**src/rtl/iterative_alu.sv**
```systemverilog
// Multi-cycle ALU: single-cycle add/sub/compare/logic, bit-serial shifts and a
// shift-add unsigned multiply, launched through a start/busy/done handshake.
module iterative_alu #(
  parameter int unsigned WIDTH       = 16,
  parameter int unsigned SHAMT_WIDTH = $clog2(WIDTH)
) (
  input  logic             clock,
  input  logic             reset,
  input  logic             start,
  input  logic [3:0]       op,
  input  logic [WIDTH-1:0] a,
  input  logic [WIDTH-1:0] b,
  output logic             busy,
  output logic             done,
  output logic [WIDTH-1:0] result,
  output logic [WIDTH-1:0] result_high,
  output logic             carry,
  output logic             low,
  output logic             flag,
  output logic             zero,
  output logic             negative
);

  localparam int unsigned CW = SHAMT_WIDTH + 1;

  localparam logic [3:0] OP_ADD = 4'd0;
  localparam logic [3:0] OP_SUB = 4'd1;
  localparam logic [3:0] OP_CMP = 4'd2;
  localparam logic [3:0] OP_AND = 4'd3;
  localparam logic [3:0] OP_OR  = 4'd4;
  localparam logic [3:0] OP_XOR = 4'd5;
  localparam logic [3:0] OP_SHL = 4'd6;
  localparam logic [3:0] OP_SHR = 4'd7;
  localparam logic [3:0] OP_SRA = 4'd8;
  localparam logic [3:0] OP_MUL = 4'd9;

  typedef enum logic [1:0] {IDLE, SHIFT, MULT} state_e;

  state_e             state, state_n;
  logic [3:0]         op_q, op_n;
  logic [WIDTH-1:0]   work, work_n;
  logic [WIDTH-1:0]   mcand, mcand_n;
  logic [CW-1:0]      cnt, cnt_n;
  logic [2*WIDTH-1:0] prod, prod_n;

  logic               done_n, carry_n, low_n, flag_n, zero_n, negative_n;
  logic [WIDTH-1:0]   result_n, result_high_n;

  logic [WIDTH:0]     sum, diff, mul_sum;
  logic [WIDTH-1:0]   sh_val;
  logic               sh_out, is_shift;
  logic [2*WIDTH-1:0] mul_next;

  assign busy = (state != IDLE);

  always_comb begin
    state_n       = state;
    op_n          = op_q;
    work_n        = work;
    mcand_n       = mcand;
    cnt_n         = cnt;
    prod_n        = prod;
    done_n        = 1'b0;
    result_n      = result;
    result_high_n = result_high;
    carry_n       = carry;
    low_n         = low;
    flag_n        = flag;
    zero_n        = zero;
    negative_n    = negative;

    sum      = {1'b0, a} + {1'b0, b};
    diff     = {1'b0, a} - {1'b0, b};
    is_shift = (op == OP_SHL) || (op == OP_SHR) || (op == OP_SRA);

    // One step of the serial shifter on the latched value.
    sh_val = {1'b0, work[WIDTH-1:1]};
    sh_out = work[0];
    if (op_q == OP_SHL) begin
      sh_val = {work[WIDTH-2:0], 1'b0};
      sh_out = work[WIDTH-1];
    end else if (op_q == OP_SRA) begin
      sh_val = {work[WIDTH-1], work[WIDTH-1:1]};
    end

    // Shift-add: multiplier occupies the low half and is consumed LSB first.
    mul_sum  = {1'b0, prod[2*WIDTH-1:WIDTH]} + (prod[0] ? {1'b0, mcand} : '0);
    mul_next = {mul_sum, prod[WIDTH-1:1]};

    unique case (state)
      IDLE: begin
        if (start) begin
          op_n = op;
          if (is_shift && (a[SHAMT_WIDTH-1:0] != '0)) begin
            state_n = SHIFT;
            work_n  = b;
            cnt_n   = {1'b0, a[SHAMT_WIDTH-1:0]};
          end else if (op == OP_MUL) begin
            state_n = MULT;
            prod_n  = {{WIDTH{1'b0}}, b};
            mcand_n = a;
            cnt_n   = CW'(WIDTH);
          end else begin
            done_n        = 1'b1;
            result_n      = '0;
            result_high_n = '0;
            carry_n       = 1'b0;
            low_n         = 1'b0;
            flag_n        = 1'b0;
            zero_n        = 1'b0;
            negative_n    = 1'b0;
            case (op)
              OP_ADD: begin
                result_n = sum[WIDTH-1:0];
                carry_n  = sum[WIDTH];
                flag_n   = (a[WIDTH-1] == b[WIDTH-1]) && (sum[WIDTH-1] != a[WIDTH-1]);
                zero_n   = (sum[WIDTH-1:0] == '0);
              end
              OP_SUB: begin
                result_n = diff[WIDTH-1:0];
                carry_n  = diff[WIDTH];
                flag_n   = (a[WIDTH-1] != b[WIDTH-1]) && (diff[WIDTH-1] != a[WIDTH-1]);
                zero_n   = (diff[WIDTH-1:0] == '0);
              end
              OP_CMP: begin
                result_n   = diff[WIDTH-1:0];
                zero_n     = (a == b);
                low_n      = (a < b);
                negative_n = ($signed(a) < $signed(b));
              end
              OP_AND: begin
                result_n = a & b;
                zero_n   = ((a & b) == '0);
              end
              OP_OR: begin
                result_n = a | b;
                zero_n   = ((a | b) == '0);
              end
              OP_XOR: begin
                result_n = a ^ b;
                zero_n   = ((a ^ b) == '0);
              end
              OP_SHL, OP_SHR, OP_SRA: begin
                result_n = b;
                zero_n   = (b == '0);
              end
              default: ;
            endcase
          end
        end
      end

      SHIFT: begin
        work_n = sh_val;
        cnt_n  = cnt - CW'(1);
        if (cnt == CW'(1)) begin
          state_n       = IDLE;
          done_n        = 1'b1;
          result_n      = sh_val;
          result_high_n = '0;
          carry_n       = sh_out;
          low_n         = 1'b0;
          flag_n        = 1'b0;
          zero_n        = (sh_val == '0);
          negative_n    = 1'b0;
        end
      end

      MULT: begin
        prod_n = mul_next;
        cnt_n  = cnt - CW'(1);
        if (cnt == CW'(1)) begin
          state_n       = IDLE;
          done_n        = 1'b1;
          result_n      = mul_next[WIDTH-1:0];
          result_high_n = mul_next[2*WIDTH-1:WIDTH];
          carry_n       = 1'b0;
          low_n         = 1'b0;
          flag_n        = (mul_next[2*WIDTH-1:WIDTH] != '0);
          zero_n        = (mul_next == '0);
          negative_n    = 1'b0;
        end
      end

      default: state_n = IDLE;
    endcase
  end

  always_ff @(posedge clock or posedge reset) begin
    if (reset) begin
      state       <= IDLE;
      op_q        <= '0;
      work        <= '0;
      mcand       <= '0;
      cnt         <= '0;
      prod        <= '0;
      done        <= 1'b0;
      result      <= '0;
      result_high <= '0;
      carry       <= 1'b0;
      low         <= 1'b0;
      flag        <= 1'b0;
      zero        <= 1'b0;
      negative    <= 1'b0;
    end else begin
      state       <= state_n;
      op_q        <= op_n;
      work        <= work_n;
      mcand       <= mcand_n;
      cnt         <= cnt_n;
      prod        <= prod_n;
      done        <= done_n;
      result      <= result_n;
      result_high <= result_high_n;
      carry       <= carry_n;
      low         <= low_n;
      flag        <= flag_n;
      zero        <= zero_n;
      negative    <= negative_n;
    end
  end

endmodule

```
**config.mk**
```make
export PLATFORM = sky130hd
export DESIGN_NAME = iterative_alu
export DESIGN_NICKNAME = d
export VERILOG_FILES = /design/src/rtl/iterative_alu.sv
export SDC_FILE = /design/constraint.sdc
export NUM_CORES = 1
export LEC_CHECK = 0
export ABC_CLOCK_PERIOD_IN_PS = 3800
export BUFFER_PORTS_ARGS = -buffer_cell sky130_fd_sc_hd__buf_2
export CAP_MARGIN = 20
export CELL_PAD_IN_SITES_DETAIL_PLACEMENT = 1
export CELL_PAD_IN_SITES_GLOBAL_PLACEMENT = 2
export CORE_UTILIZATION = 34
export CTS_BUF_LIST = sky130_fd_sc_hd__clkbuf_8
export DETAILED_ROUTE_END_ITERATION = 10
export HOLD_SLACK_MARGIN = 0.02
export PLACE_DENSITY = 0.76
export SYNTH_ARGS = -nofsm -noshare
export SYNTH_HDL_FRONTEND = slang
export SYNTH_SLANG_ARGS = --single-unit
```
**constraint.sdc**
```tcl
create_clock -name clock -period 3.8 [get_ports clock]
set_clock_uncertainty 0.15 [all_clocks]
set_input_delay 0.57 -clock clock [delete_from_list [all_inputs] [get_ports clock]]
set_output_delay 0.57 -clock clock [all_outputs]
set_load 0.005 [all_outputs]
```
==> flow_results.xml <==
<?xml version="1.0" encoding="UTF-8"?>
<metrics>
  <group name="sta">
    <metric name="finalCriticalPeriod" unit="ns">3.70</metric>
    <metric name="setup_repair_after_global_routing_missed_its_margin" unit="">false</metric>
    <metric name="finalHoldViolCount" unit="">0</metric>
    <metric name="slew_viol_final" unit="">0</metric>
    <metric name="max-slew-margin-rel" unit="%">42.8</metric>
    <metric name="fin_crit_sh" unit="%">97.5</metric>
    <metric name="worst_slew_pin_slew" unit="ns">0.858</metric>
    <metric name="finalHoldWorstSlack" unit="ns">0.144</metric>
    <metric name="fmax" unit="MHz">270</metric>
    <metric name="report.final.setup_viol" unit="">0</metric>
  </group>
  <group name="synthesis">
    <metric name="synth.net_count" unit="">1259</metric>
    <metric name="synth_enable_flop_cells" unit="">0</metric>
    <metric name="synth-warning-count" unit="">0</metric>
    <metric name="yosysSeqAreaShare" unit="%">30.2</metric>
    <metric name="syn-mean-instance-area" unit="µm²">8.19</metric>
    <metric name="most_frequently_used_flop_master_after_synthesis" unit="">dfrtp_1</metric>
    <metric name="yosys-top-cells-area" unit="">dfrtp_1, ha_1, o21ai_0</metric>
    <metric name="synthDominantCellAreaShare" unit="%">30.2</metric>
    <metric name="ys_ff_latch" unit="">113</metric>
    <metric name="synth_cell_type_count" unit="">87</metric>
    <metric name="synth_area" unit="mm²">0.00937</metric>
    <metric name="post_synth_inst_count" unit="">1145</metric>
    <metric name="synth_area_leader_cell" unit="">dfrtp_1</metric>
    <metric name="async_set_or_reset_register_ratio_after_synthesis" unit="%">100</metric>
  </group>
  <group name="clocking">
    <metric name="clk_path_buf_depth" unit="">2</metric>
    <metric name="cts_hold_repair.buffers" unit="">0</metric>
    <metric name="total_setup_buffers_inserted_after_cts" unit="">0</metric>
    <metric name="cts_root_buffer" unit="">clkbuf_8</metric>
    <metric name="cts_tree" unit="">done</metric>
    <metric name="numClockSinks" unit="">113</metric>
    <metric name="clk-insertion-delay-late" unit="ns">0.45</metric>
    <metric name="cts-resized-gates" unit="">0</metric>
    <metric name="clk_pin_slew" unit="ns">0.08</metric>
    <metric name="numCtsBuffers" unit="">17</metric>
    <metric name="ctsHtreeMaxLevel" unit="">4</metric>
  </group>
  <group name="power">
    <metric name="power_frac_seq" unit="%">32.8</metric>
    <metric name="power.switching" unit="W">0.00284</metric>
    <metric name="cellInternalPower" unit="W">0.00338</metric>
    <metric name="design_power_total" unit="W">0.00622</metric>
    <metric name="worst_ir_drop_vdd" unit="mV">0.259</metric>
    <metric name="part_of_the_total_power_dissipated_in_the_clock_network" unit="%">20.8</metric>
    <metric name="netSwitchingFraction" unit="%">45.7</metric>
    <metric name="pwr-share-comb" unit="%">46.3</metric>
    <metric name="cellPowerDensity" unit="mW/mm²">566</metric>
    <metric name="power.static_leakage" unit="nW">4.98</metric>
  </group>
  <group name="finish">
    <metric name="antenna-diode-count" unit="">0</metric>
    <metric name="layout.cells.most_common" unit="">nand2_1</metric>
    <metric name="final_cell_mix" unit="">nand2_1, o21ai_0, dfrtp_1</metric>
    <metric name="area_growth" unit="%">17.1</metric>
    <metric name="final_layout_size_suffix_gt1_share" unit="%">19.3</metric>
    <metric name="finish.net_count" unit="">1365</metric>
    <metric name="layout.cell_area.non_filler" unit="mm²">0.0110</metric>
    <metric name="fin_cells" unit="">1605</metric>
  </group>
  <group name="floorplanning">
    <metric name="total_die_area" unit="mm²">0.0282</metric>
    <metric name="initial_utilization" unit="%">34.7</metric>
    <metric name="dieWidth" unit="µm">168</metric>
    <metric name="fp.coreArea" unit="mm²">0.0270</metric>
    <metric name="placementRows" unit="">60</metric>
    <metric name="num_io_pins" unit="">78</metric>
    <metric name="die-height" unit="µm">168</metric>
  </group>
  <group name="drt">
    <metric name="met1Wirelength" unit="µm">18200</metric>
    <metric name="wirelength" unit="µm">37400</metric>
    <metric name="route.met2.wl" unit="µm">16500</metric>
    <metric name="drt_pass1_iterations" unit="">5</metric>
    <metric name="dr.max_layer_used" unit="">met4</metric>
    <metric name="ant_nets" unit="">0</metric>
    <metric name="drc_errors" unit="">0</metric>
    <metric name="vias" unit="">9355</metric>
    <metric name="drt-vias-per-instance" unit="">5.83</metric>
    <metric name="detailedRoute.firstIterationViolations" unit="">656</metric>
    <metric name="detail_route.wl_per_cell" unit="µm">23.3</metric>
    <metric name="met3_wirelength" unit="µm">1770</metric>
  </group>
  <group name="placement">
    <metric name="place.gp.congestion" unit="">0.942</metric>
    <metric name="port-buffer-count" unit="">77</metric>
    <metric name="placed_cells_incl_taps" unit="">1573</metric>
    <metric name="placed_cell_area" unit="mm²">0.0105</metric>
    <metric name="estimated_wirelength_of_the_detail_placed_design" unit="µm">29300</metric>
  </group>
  <group name="setup_path">
    <metric name="path_cells" unit="">and2_1 -&gt; ha_1 -&gt; fa_2 -&gt; a211oi_2 -&gt; nor2_1 -&gt; o21ai_1 -&gt; a2111oi_1 -&gt; or3_1 -&gt; a21o_1 -&gt; or4_4 -&gt; nor4_4 -&gt; o32a_1</metric>
    <metric name="crit_buf_inv" unit="">0</metric>
    <metric name="cp_max_fo" unit="">3</metric>
    <metric name="critical_path_cell_count" unit="">12</metric>
    <metric name="crit-reg2reg-launch" unit="">mcand[0]</metric>
    <metric name="worstSetupEndpointType" unit="">flop</metric>
    <metric name="cp.required" unit="ns">4.04</metric>
    <metric name="worst_path_max_delay_cell" unit="">or4_4</metric>
    <metric name="worstSetupEndpoint" unit="">zero</metric>
    <metric name="crit_path_start_kind" unit="">flop</metric>
    <metric name="setup.worst_path.class" unit="">flop to flop</metric>
    <metric name="cp-startpoint" unit="">mcand[0]</metric>
    <metric name="timing.critical_path.arrival" unit="ns">3.94</metric>
    <metric name="r2r_end" unit="">zero</metric>
    <metric name="setup.reg_to_reg.worst_slack" unit="ns">0.1</metric>
    <metric name="worstRegToRegCells" unit="">12</metric>
    <metric name="timing.critical_path.max_delay_family" unit="">simple AND/OR/NAND/NOR gates</metric>
    <metric name="cpPeakStageDelay" unit="ns">0.51</metric>
  </group>
  <group name="global_route">
    <metric name="via_count_of_the_first_global_routing_pass" unit="">9329</metric>
    <metric name="pin_count_of_the_biggest_net_entering_global_routing" unit="">65</metric>
    <metric name="grt_overflow_total" unit="">0</metric>
    <metric name="groute.usage.overall" unit="%">27.0</metric>
    <metric name="grt_first_pass_wirelength" unit="µm">57600</metric>
    <metric name="grt_antenna_before_repair" unit="">0</metric>
  </group>
  <group name="run">
    <metric name="max_cap_violations" unit="">0</metric>
  </group>
  <group name="hold_path">
    <metric name="worst_hold_path_type" unit="">primary input to async pin</metric>
  </group>
  <group name="outcome">
    <metric name="outcome" unit="">complete, no violations</metric>
  </group>
</metrics>
[kinds of logic after synthesis]
family | count (synthesis) | share of synthesized area (%)
xor+xnor | 32 | 2.99
simple gates | 388 | 20.1
buf+inv | 122 | 5.25
compound gates | 373 | 26.5
flops | 113 | 30.2
fa+ha+maj | 75 | 10.3
mux | 42 | 4.78
[power groups by stage]
stage | sequential, W | combinational, W | clock [W]
CTS | 0.00203 | 0.00287 | 0.00131
global placement | 0.00204 | 0.00280 | 0
global route | 0.00208 | 0.00318 | 0.00136
finish | 0.00204 | 0.00288 | 0.00129
detailed placement | 0.00205 | 0.00286 | 0
floorplan | 0.00188 | 0.00184 | 0
[flip-flops by register name (all words and copies together) (netlist names)]
name,count
result_high,16
zero,1
mcand,16
prod,32
negative,1
low,1
op_q,4
carry,1
result,16
state,2
flag,1
cnt,5
done,1
work,16
[layout make-up]
class	instances	area, µm²
clock buffer	18	248
multi-input combinational	910	6120
sequential	113	2830
clock inverter	14	180
tap	341	427
fill	3298	16100
timing repair buffer	147	936
inverter	62	235
[layer usage]
metal  vias up  GRT usage, %
met5         -             0
met4         0          8.30
met3        43          3.13
met2       280          41.3
met1      4669          39.4
li1       4363             -
[synthesized netlist by cell type, types with 7 or more instances]
cell      count
nand4_1      10
nor2b_1      11
xor2_1       10
buf_2         9
nand2b_1     10
xnor2_1      22
and2_1       18
nor2_1       78
o211ai_1      9
a21oi_1      70
a31oi_1       7
nand2_1     150
o31ai_1       7
nand3_1      20
o21a_1        7
mux2i_1      20
nor4_1       16
dfrtp_1     113
or3_1         9
a221oi_1     13
o21ai_0     122
o21bai_1      7
nor3_1       22
inv_1        58
mux2_2       22
ha_1         72
a21boi_0     13
clkbuf_1     46
a21o_1       19
a211oi_1     14
a22oi_1      19
[per-stage QoR]
stage               util, %  setup slack, ns  setup TNS, ns
finish                 40.6           0.0957              0
global route           40.6           0.0151              0
CTS                    40.5          0.00454              0
detailed placement     39.0           0.0163              0
global placement       39.0          -0.0155        -0.0155
floorplan                 -           0.0926              0
[worst register-to-register path, stage by stage (launching register included)]
cell,delay (ns)
dfrtp_2,0.46
and2_1,0.17
ha_1,0.22
fa_2,0.38
a211oi_2,0.27
nor2_1,0.11
o21ai_1,0.24
a2111oi_1,0.17
or3_1,0.40
a21o_1,0.19
or4_4,0.51
nor4_4,0.20
o32a_1,0.18
[worst min-delay path by stage]
stage,to,startpoint,slack (ns)
after floorplan,prod[24],prod[24],0.31
after global placement,result_high[4],result_high[4],0.31
after detailed placement,result_high[1],result_high[1],0.31
after CTS,prod[28],reset,0.16
after global routing,mcand[13],reset,0.18
final,mcand[13],reset,0.14
Power figures use the tool's default switching activity.
